$ cat src/rtl/var_comb_filter_if.sv
// Sample-path bus for var_comb_filter: input sample/control from the source,
// filtered sample and status back to downstream stages.
interface var_comb_filter_if #(
   parameter int BITWIDTH   = 32,
   parameter int TUNE_WIDTH = 16
) ();
   logic                  in_valid;
   logic [BITWIDTH-1:0]   sig_in;
   logic [TUNE_WIDTH-1:0] tuning_word;
   logic [1:0]            mode;
   logic                  sat_en;
   logic                  clear;
   logic                  out_valid;
   logic [BITWIDTH-1:0]   sig_out;
   logic                  trig_out;
   logic                  overflow;

   modport master (
      output in_valid, sig_in, tuning_word, mode, sat_en, clear,
      input  out_valid, sig_out, trig_out, overflow
   );

   modport slave (
      input  in_valid, sig_in, tuning_word, mode, sat_en, clear,
      output out_valid, sig_out, trig_out, overflow
   );
endinterface

$ cat src/rtl/var_comb_filter.sv
// Multi-mode comb filter: y = x (+/-) h, where the hold register h is reloaded
// from the end of a DEPTH-sample delay line whenever the phase accumulator carries.
module var_comb_filter #(
   parameter int BITWIDTH   = 32,
   parameter int TUNE_WIDTH = 16,
   parameter int PA_WIDTH   = 23,
   parameter int DEPTH      = 4
) (
   input logic               clk,
   input logic               n_RST,
   var_comb_filter_if.slave  bus
);

   logic [PA_WIDTH-1:0]                pa_q, pa_d;
   logic [PA_WIDTH:0]                  pa_sum_s;
   logic                               trig_s;
   logic [BITWIDTH-1:0]                h_q, h_d;
   logic [DEPTH-1:0][BITWIDTH-1:0]     dly_q, dly_d;
   logic signed [BITWIDTH:0]           x_ext_s, h_ext_s, full_s;
   logic [BITWIDTH-1:0]                y_s;
   logic                               ovf_s;
   logic                               out_valid_q, out_valid_d;
   logic [BITWIDTH-1:0]                sig_out_q, sig_out_d;
   logic                               trig_q, trig_d;
   logic                               overflow_q, overflow_d;

   function automatic logic [BITWIDTH-1:0] clamp(input logic neg);
      return neg ? {1'b1, {(BITWIDTH-1){1'b0}}} : {1'b0, {(BITWIDTH-1){1'b1}}};
   endfunction

   // Datapath: accumulator carry, widened arithmetic and overflow handling.
   always_comb begin
      pa_sum_s = {1'b0, pa_q} + {{(PA_WIDTH-TUNE_WIDTH+1){1'b0}}, bus.tuning_word};
      trig_s   = pa_sum_s[PA_WIDTH];
      x_ext_s  = {bus.sig_in[BITWIDTH-1], bus.sig_in};
      h_ext_s  = {h_q[BITWIDTH-1], h_q};
      case (bus.mode)
         2'b00:   full_s = x_ext_s;
         2'b01:   full_s = x_ext_s - h_ext_s;
         2'b10:   full_s = x_ext_s + h_ext_s;
         default: full_s = h_ext_s;
      endcase
      // The sign bit and the extra top bit disagree exactly when the result is out of range.
      ovf_s = (full_s[BITWIDTH] != full_s[BITWIDTH-1]);
      if (ovf_s && bus.sat_en) begin
         y_s = clamp(full_s[BITWIDTH]);
      end else begin
         y_s = full_s[BITWIDTH-1:0];
      end
   end

   // Next-state selection: clear beats a valid sample; idle cycles hold state.
   always_comb begin
      pa_d        = pa_q;
      h_d         = h_q;
      dly_d       = dly_q;
      overflow_d  = overflow_q;
      sig_out_d   = sig_out_q;
      out_valid_d = 1'b0;
      trig_d      = 1'b0;
      if (bus.clear) begin
         pa_d       = '0;
         h_d        = '0;
         dly_d      = '0;
         overflow_d = 1'b0;
      end else if (bus.in_valid) begin
         pa_d        = pa_sum_s[PA_WIDTH-1:0];
         h_d         = trig_s ? dly_q[DEPTH-1] : h_q;
         for (int k = DEPTH - 1; k > 0; k--) begin
            dly_d[k] = dly_q[k-1];
         end
         dly_d[0]    = y_s;
         overflow_d  = overflow_q | ovf_s;
         sig_out_d   = y_s;
         out_valid_d = 1'b1;
         trig_d      = trig_s;
      end else begin
         out_valid_d = 1'b0;
      end
   end

   // State and output registers.
   always_ff @(posedge clk or negedge n_RST) begin
      if (!n_RST) begin
         pa_q        <= '0;
         h_q         <= '0;
         dly_q       <= '0;
         overflow_q  <= 1'b0;
         sig_out_q   <= '0;
         out_valid_q <= 1'b0;
         trig_q      <= 1'b0;
      end else begin
         pa_q        <= pa_d;
         h_q         <= h_d;
         dly_q       <= dly_d;
         overflow_q  <= overflow_d;
         sig_out_q   <= sig_out_d;
         out_valid_q <= out_valid_d;
         trig_q      <= trig_d;
      end
   end

   assign bus.out_valid = out_valid_q;
   assign bus.sig_out   = sig_out_q;
   assign bus.trig_out  = trig_q;
   assign bus.overflow  = overflow_q;

endmodule
$ cat src/flat_wrapper.sv
// flat-port wrapper written by rule: the top's interface ports become plain ports
module var_comb_filter_flat 
#(
   parameter int BITWIDTH   = 32,
   parameter int TUNE_WIDTH = 16,
   parameter int PA_WIDTH   = 23,
   parameter int DEPTH      = 4
)
  (clk, n_RST, bus_in_valid, bus_sig_in, bus_tuning_word, bus_mode, bus_sat_en, bus_clear, bus_out_valid, bus_sig_out, bus_trig_out, bus_overflow);
  var_comb_filter_if #(.BITWIDTH(BITWIDTH), .TUNE_WIDTH(TUNE_WIDTH)) bus_i ();
  input logic clk;
  input logic n_RST;
  input wire logic [$bits(bus_i.in_valid)-1:0] bus_in_valid;
  input wire logic [$bits(bus_i.sig_in)-1:0] bus_sig_in;
  input wire logic [$bits(bus_i.tuning_word)-1:0] bus_tuning_word;
  input wire logic [$bits(bus_i.mode)-1:0] bus_mode;
  input wire logic [$bits(bus_i.sat_en)-1:0] bus_sat_en;
  input wire logic [$bits(bus_i.clear)-1:0] bus_clear;
  output wire logic [$bits(bus_i.out_valid)-1:0] bus_out_valid;
  output wire logic [$bits(bus_i.sig_out)-1:0] bus_sig_out;
  output wire logic [$bits(bus_i.trig_out)-1:0] bus_trig_out;
  output wire logic [$bits(bus_i.overflow)-1:0] bus_overflow;
  assign bus_i.in_valid = bus_in_valid;
  assign bus_i.sig_in = bus_sig_in;
  assign bus_i.tuning_word = bus_tuning_word;
  assign bus_i.mode = bus_mode;
  assign bus_i.sat_en = bus_sat_en;
  assign bus_i.clear = bus_clear;
  assign bus_out_valid = bus_i.out_valid;
  assign bus_sig_out = bus_i.sig_out;
  assign bus_trig_out = bus_i.trig_out;
  assign bus_overflow = bus_i.overflow;
  var_comb_filter #(.BITWIDTH(BITWIDTH), .TUNE_WIDTH(TUNE_WIDTH), .PA_WIDTH(PA_WIDTH), .DEPTH(DEPTH)) u_core (.clk(clk), .n_RST(n_RST), .bus(bus_i));
endmodule
$ cat config.mk
export PLATFORM = sky130hd
export DESIGN_NAME = var_comb_filter_flat
export DESIGN_NICKNAME = d
export VERILOG_FILES = /design/src/rtl/var_comb_filter_if.sv /design/src/rtl/var_comb_filter.sv /design/src/flat_wrapper.sv
export SDC_FILE = /design/constraint.sdc
export NUM_CORES = 1
export LEC_CHECK = 0
export ABC_CLOCK_PERIOD_IN_PS = 4100
export CAP_MARGIN = 25
export CORE_ASPECT_RATIO = 1.2
export CORE_MARGIN = 5
export CORE_UTILIZATION = 30
export DETAILED_ROUTE_END_ITERATION = 10
export GPL_TIMING_DRIVEN = 0
export MAX_ROUTING_LAYER = met4
export SLEW_MARGIN = 10
export SYNTH_ARGS = -nofsm -noshare
export SYNTH_HDL_FRONTEND = slang
export SYNTH_SLANG_ARGS = --single-unit
$ cat constraint.sdc
create_clock -name clk -period 4.1 [get_ports clk]
set_input_delay 0.82 -clock clk [delete_from_list [all_inputs] [get_ports clk]]
set_output_delay 0.82 -clock clk [all_outputs]
set_load 0.01 [all_outputs]
## Word-level counts from Yosys, hierarchy flattened

Index checks and enable logic that the tools add are counted.

- Output and inout port bits: 35
- Bits in registers: 218
- Input port bits: 55
- Logic and storage cells: 40

- Bitwise gates (word level): 2
- $add $sub $neg: 3
- Mux-type cells: 16
- Reduce and logical (&&, ||, !) cells: 6
- Equality and inequality tests: 3

Operator list:

| cell | count |
|---|---|
| two-way mux 128 bit | 2 |
| two-way mux 32 bit | 5 |
| one-hot mux 33 bit (3 select lines) | 1 |
| two-way mux 23 bit | 2 |
| adder 32 x 32 -> 33 bit | 1 |
| subtractor 32 x 32 -> 33 bit | 1 |
| adder 23 x 16 -> 24 bit | 1 |
| two-way mux 1 bit | 6 |
| AND reduction 2 bit | 2 |
| nonzero test 2 bit | 2 |
| equality test 2 x 1 -> 1 bit, second input constant | 1 |
| equality test 2 bit, second input constant | 1 |
| zero test 2 bit | 1 |
| logical AND 1 bit | 1 |
| inequality test 1 bit | 1 |
| NOT 1 bit | 1 |
| OR 1 bit | 1 |

## Longest topological paths before layout

- Word-level depth: 7
- Gate-level depth with buffers: 21

## Worst setup path before layout

Ideal clock, no wire load.

- Kind: reg-to-reg
- Start: reg u_core.h_q[3]
- End: reg u_core.sig_out_q[31], in the netlist u_core.bus.sig_out[31]
- Path buffers: 0
- Required time: 3.982 ns
- Period minus slack after synthesis: 4.542 ns
- Setup time: 0.118 ns
- Data arrival time: 4.424 ns
- Stages on the path, launching flop included: 19
- Slack: -0.442 ns
- Path through: dfrtp_1 > or4_1 > nor2_1 > nand2_1 > nor4_1 > and3_1 > a21oi_1 > xor2_1 > ha_1 > a21o_1 > a21o_1 > a2111oi_0 > nor4_1 > a311o_1 > o22a_2 > mux2_4 > a221oi_2 > a211oi_1 > a21o_1

- Cells in the longest elaborated chain, start to end: 5

Ends and longest elaborated chain:

| item | RTL line | RTL |
|---|---|---|
| from (decl) | var_comb_filter.sv:17 | `logic [BITWIDTH-1:0] h_q, h_d;` |
| from (signal assigned) | var_comb_filter.sv:86 | `h_q <= '0;` |
| from (signal assigned) | var_comb_filter.sv:94 | `h_q <= h_d;` |
| adder 32 x 32 -> 33 bit or subtractor 32 x 32 -> 33 bit (tied branches) | var_comb_filter.sv:40, var_comb_filter.sv:39 |  |
| one-hot mux 33 bit (3 select lines) * | var_comb_filter.sv:37 | `case (bus.mode)` |
| inequality test 1 bit | var_comb_filter.sv:44 | `ovf_s = (full_s[BITWIDTH] != full_s[BITWIDTH-1]);` |
| logical AND 1 bit | var_comb_filter.sv:45 | `if (ovf_s && bus.sat_en) begin` |
| two-way mux 32 bit * | var_comb_filter.sv:45 |  |
| to (signal assigned) | var_comb_filter.sv:97 | `sig_out_q <= sig_out_d;` |
| to (decl) | var_comb_filter.sv:23 | `logic [BITWIDTH-1:0] sig_out_q, sig_out_d;` |

Every way passes the cells marked *; elsewhere a longest branch is shown, timed or not.
A chain may end at the register's enable or synchronous reset.

## Final worst setup path

- Start: reg u_core.h_q[1]
- End: reg u_core.dly_q[19] (netlist bit)

- Cells in the longest elaborated chain, start to end: 7

Ends and longest elaborated chain:

| item | RTL line | RTL |
|---|---|---|
| adder 32 x 32 -> 33 bit or subtractor 32 x 32 -> 33 bit (tied branches) | var_comb_filter.sv:40, var_comb_filter.sv:39 |  |
| one-hot mux 33 bit (3 select lines) * | var_comb_filter.sv:37 |  |
| inequality test 1 bit | var_comb_filter.sv:44 |  |
| logical AND 1 bit | var_comb_filter.sv:45 |  |
| two-way mux 32 bit * | var_comb_filter.sv:45 |  |
| two-way mux 128 bit * | var_comb_filter.sv:66 | `end else if (bus.in_valid) begin` |
| two-way mux 128 bit * | var_comb_filter.sv:61 | `if (bus.clear) begin` |
| to (signal assigned) | var_comb_filter.sv:95 | `dly_q <= dly_d;` |
| to (decl) | var_comb_filter.sv:18 | `logic [DEPTH-1:0][BITWIDTH-1:0] dly_q, dly_d;` |

Every way passes the cells marked *; elsewhere a longest branch is shown, timed or not. The select of a mux whose other input is x is not followed.

==> run_results.csv <==
group,metric,value,unit
floorplan,fp.dieW,196.7,µm
placed_design,numPortBuffers,88,
floorplan,initial_core_util,30.20,%
routing,ant_nets,0,
cells_and_area,layout_commonest_cell,"dfrtp_1",
clock_network,cts_root_buf,"clkbuf_16",
timing,tightest_slew,986.3,ps
logic_synthesis,synth_edf_count,0,
worst_setup_path,regToRegEndpoint,"u_core.dly_q[19]$_DFFE_PN0P_",
timing,whs,358.9,ps
pwr,p_per_area,324.7,nW/µm²
cells_and_area,drive_above_1_share,14.13,%
logic_synthesis,postSynth.asyncResetShare,100.0,%
logic_synthesis,synth_area_leaders,"dfrtp_1 (43%), mux2i_1 (11%), nor2_1 (6.6%)",
pwr,power,5.184,mW
worst_setup_path,critPathMaxFanout,4,
timing,rsz0062_at_grt,"yes",
cells_and_area,syn2layout_area_growth,27.24,%
placed_design,dp.cells,1972,
cells_and_area,fin_area,15970,µm²
pwr,internal-power,3.767,mW
routing,drcViolationCount,0,
floorplan,ioPinCount,90,
timing,hold_violations,0,
cells_and_area,layout.nets,1612,
logic_synthesis,synth_compound_area_share,16.60,%
timing,setup-violations-final,65,
timing,relSlewSlack,34.25,%
flow_run,drv_cap,0,
timing,timing.final.crit_share,117.3,%
routing,drt_first_pass_iters,6,
floorplan,core_area,41550,µm²
pwr,p_switching,1.418,mW
routing,drt-initial-drc-count,796,
timing,finClkSkew,11.38,ps
floorplan,die_area,46040,µm²
logic_synthesis,synth.distinct_cells,70,
worst_setup_path,startpoint_type,"flip-flop",
timing,period_minus_slack,4810,ps
clock_network,cts_buffers,22,
logic_synthesis,synthAdderAreaFrac,5.503,%
worst_setup_path,worst_path_largest_cell_delay,550,ps
clock_network,path_clk_slew,60,ps
logic_synthesis,yosysTopAreaCell,"dfrtp_1",
outcome,status,"finished with violations",
logic_synthesis,yosysSeqAreaShare,43.47,%
worst_setup_path,r2r-start,"u_core.h_q[1]$_DFFE_PN0P_",
cells_and_area,stdcell_count,2061,
worst_setup_path,required,4480,ps
pwr,seqPwrFrac,44.9,%
routing,vias,10590,
clock_network,hold_buffers,0,
worst_setup_path,crit_chain,"or4_4 -> nor2_4 -> nand2_2 -> nor4_4 -> nand2_2 -> o41ai_2 -> xnor2_1 -> ha_1 -> nand4_1 -> or3_4 -> o2bb2ai_4 -> a211oi_2 -> a311o_1 -> o22ai_4 -> buf_6 -> buf_6 -> nand2_8 -> nor2_4 -> buf_6 -> buf_6 -> a211o_1",
placed_design,gp_congestion,0.9507,
logic_synthesis,yosys.area_share.xor_xnor,4.885,%
global_route,track_usage,16.88,%
timing,layout_setup_ws,-710.3,ps
cells_and_area,layout_common_cells,"dfrtp_1 (218), nor2_1 (206), mux2i_1 (139), nand2_1 (104), clkdlybuf4s50_1 (87)",
worst_hold_path,hold_path.class,"input port to async pin",
logic_synthesis,syn_nets,1446,
worst_setup_path,path_delay_family,"simple AND/OR/NAND/NOR gates",
routing,wl_per_cell,18.79,µm
clock_network,cts_tree,"yes",
timing,clock.fmax,207.9,MHz
clock_network,clk_latency,500,ps
worst_setup_path,worstSetupStartpoint,"u_core.h_q[1]$_DFFE_PN0P_",
logic_synthesis,synth_ff_type,"dfrtp_1",
pwr,p_leak,7.870,nW
placed_design,placedInstanceArea,14250,µm²
global_route,grt-ovfl-total,0,
clock_network,cts_sinks,218,
logic_synthesis,yosysTopAreaCellShare,43.47,%
logic_synthesis,synth_seq_cells,218,
logic_synthesis,synthSimpleGateAreaFrac,15.44,%
placed_design,pre_cts_ws,-1556,ps
clock_network,ctsHtreeMaxLevel,1,
pwr,max-vdd-ir-drop,194.2,µV
placed_design,hpwl,29.02,mm
pwr,comb_power_share,18.5,%
outcome,violations,"setup timing",
floorplan,rows,82,
global_route,grt_antenna_before_repair,0,
worst_setup_path,cpMostUsedCell,"buf_6",
worst_setup_path,critPathSlowestCell,"or4_4",
worst_setup_path,path_class,"flip-flop to flip-flop",
logic_synthesis,yosysWarnings,0,
worst_setup_path,worst-path-buf-inv,4,
timing,slew_viol_final,0,
pwr,pwr-share-clk,36.7,%
global_route,grt_pass1_wl,60.38,mm
worst_setup_path,r2r_setup_slack,-710,ps
logic_synthesis,synthMuxAreaShare,11.30,%
worst_setup_path,reg2reg_depth,21,
logic_synthesis,synth_top_family_by_area,"compound AO/OA/AOI/OAI gates",
worst_setup_path,critPathCaptureType,"flip-flop",
global_route,grt_max_degree,116,
routing,post_drt_via_cell_ratio,5.140,
cells_and_area,utilization,38.43,%
clock_network,clockBufferDepth,3,
floorplan,die_h,234.1,µm
global_route,grt_pass1_vias,10700,
worst_setup_path,cp_data_arrival_time,5190,ps
worst_setup_path,critical_path_depth,21,
timing,finalSetupTns,-35330,ps
logic_synthesis,synth_area,12550,µm²
pwr,switching_share,27.35,%
worst_setup_path,crit_end,"u_core.dly_q[19]$_DFFE_PN0P_",
routing,drt-total-wl,38.73,mm
logic_synthesis,syn_area_per_cell,9.386,µm²
cells_and_area,num_antenna_cells,0,
logic_synthesis,synthCells,1337,
[power by group through the flow]
stage	clock network (mW)	registers, mW	logic, mW
after floorplan	0	2.36	0.483
after global placement	0	2.36	0.866
after detailed placement	0	2.36	0.878
final	1.90	2.33	0.957
after CTS	1.96	2.33	0.944
after global routing	2.04	2.34	1.05
[synth_stat cells, types with 14 or more instances]
| library cell | number |
|---|---|
| mux2i_1 | 139 |
| nor3_1 | 17 |
| inv_1 | 21 |
| nor2_1 | 219 |
| a21oi_1 | 98 |
| ha_1 | 52 |
| a21o_1 | 42 |
| xnor2_1 | 31 |
| o21ai_0 | 63 |
| nand2_1 | 120 |
| dfrtp_1 | 218 |
| clkbuf_1 | 50 |
| xor2_1 | 39 |
| nand3_1 | 14 |
[cell families (layout without fill, tap and decap cells)]
| family | count (synthesis) | count (layout) |
|---|---|---|
| compound gates | 320 | 320 |
| xor+xnor | 70 | 70 |
| fa+ha+maj | 54 | 54 |
| buf+inv | 90 | 267 |
| flops | 218 | 218 |
| mux | 141 | 141 |
| simple gates | 444 | 445 |
[worst min-delay path by stage]
| stage | start | endpoint | slack [ps] |
|---|---|---|---|
| 5_1_grt | n_RST | u_core.bus.sig_out[3]$_DFFE_PN0P_ | 420 |
| 4_1_cts | n_RST | u_core.bus.out_valid$_DFF_PN0_ | 390 |
| 3_3_place_gp | u_core.dly_q[8]$_DFFE_PN0P_ | u_core.dly_q[8]$_DFFE_PN0P_ | 460 |
| 3_5_place_dp | u_core.dly_q[18]$_DFFE_PN0P_ | u_core.dly_q[18]$_DFFE_PN0P_ | 460 |
| 2_1_floorplan | u_core.dly_q[18]$_DFFE_PN0P_ | u_core.dly_q[18]$_DFFE_PN0P_ | 440 |
| 6_report | n_RST | u_core.bus.sig_out[3]$_DFFE_PN0P_ | 360 |
[area by class of cell]
class / count / area (µm²)
sequential: 218 / 5455
multi-input combinational: 1030 / 7367
fill: 4109 / 25580
clock inverter: 3 / 22.52
timing repair buffer: 142 / 1376
tap: 546 / 683.2
clock buffer: 33 / 653.1
buffer: 67 / 327.8
inverter: 22 / 82.58
[what timing repair did]
action / 4_1_cts / 5_1_grt
buffers inserted: 39 / 13
pin swaps: 42 / 29
gates resized for setup: 126 / 34
endpoints found under the setup margin: 68 / 96
cloned: 1 / 1
[per-layer routing]
layer  vias to the layer above  share of wire, %  track usage [%]
met2                       261                48            27.58
met4                         0               3.1            5.332
met5                         -                 0                -
met3                        70               4.0            2.112
met1                      5168                45            22.02
li1                       5095                 -                -
[state kept, by name, summed over array words and instances (netlist names)]
signal,count
u_core.bus.overflow,1
u_core.bus.out_valid,1
u_core.bus.trig_out,1
u_core.h_q,32
u_core.pa_q,23
u_core.bus.sig_out,32
u_core.dly_q,128
Power figures use the tool's default switching activity.
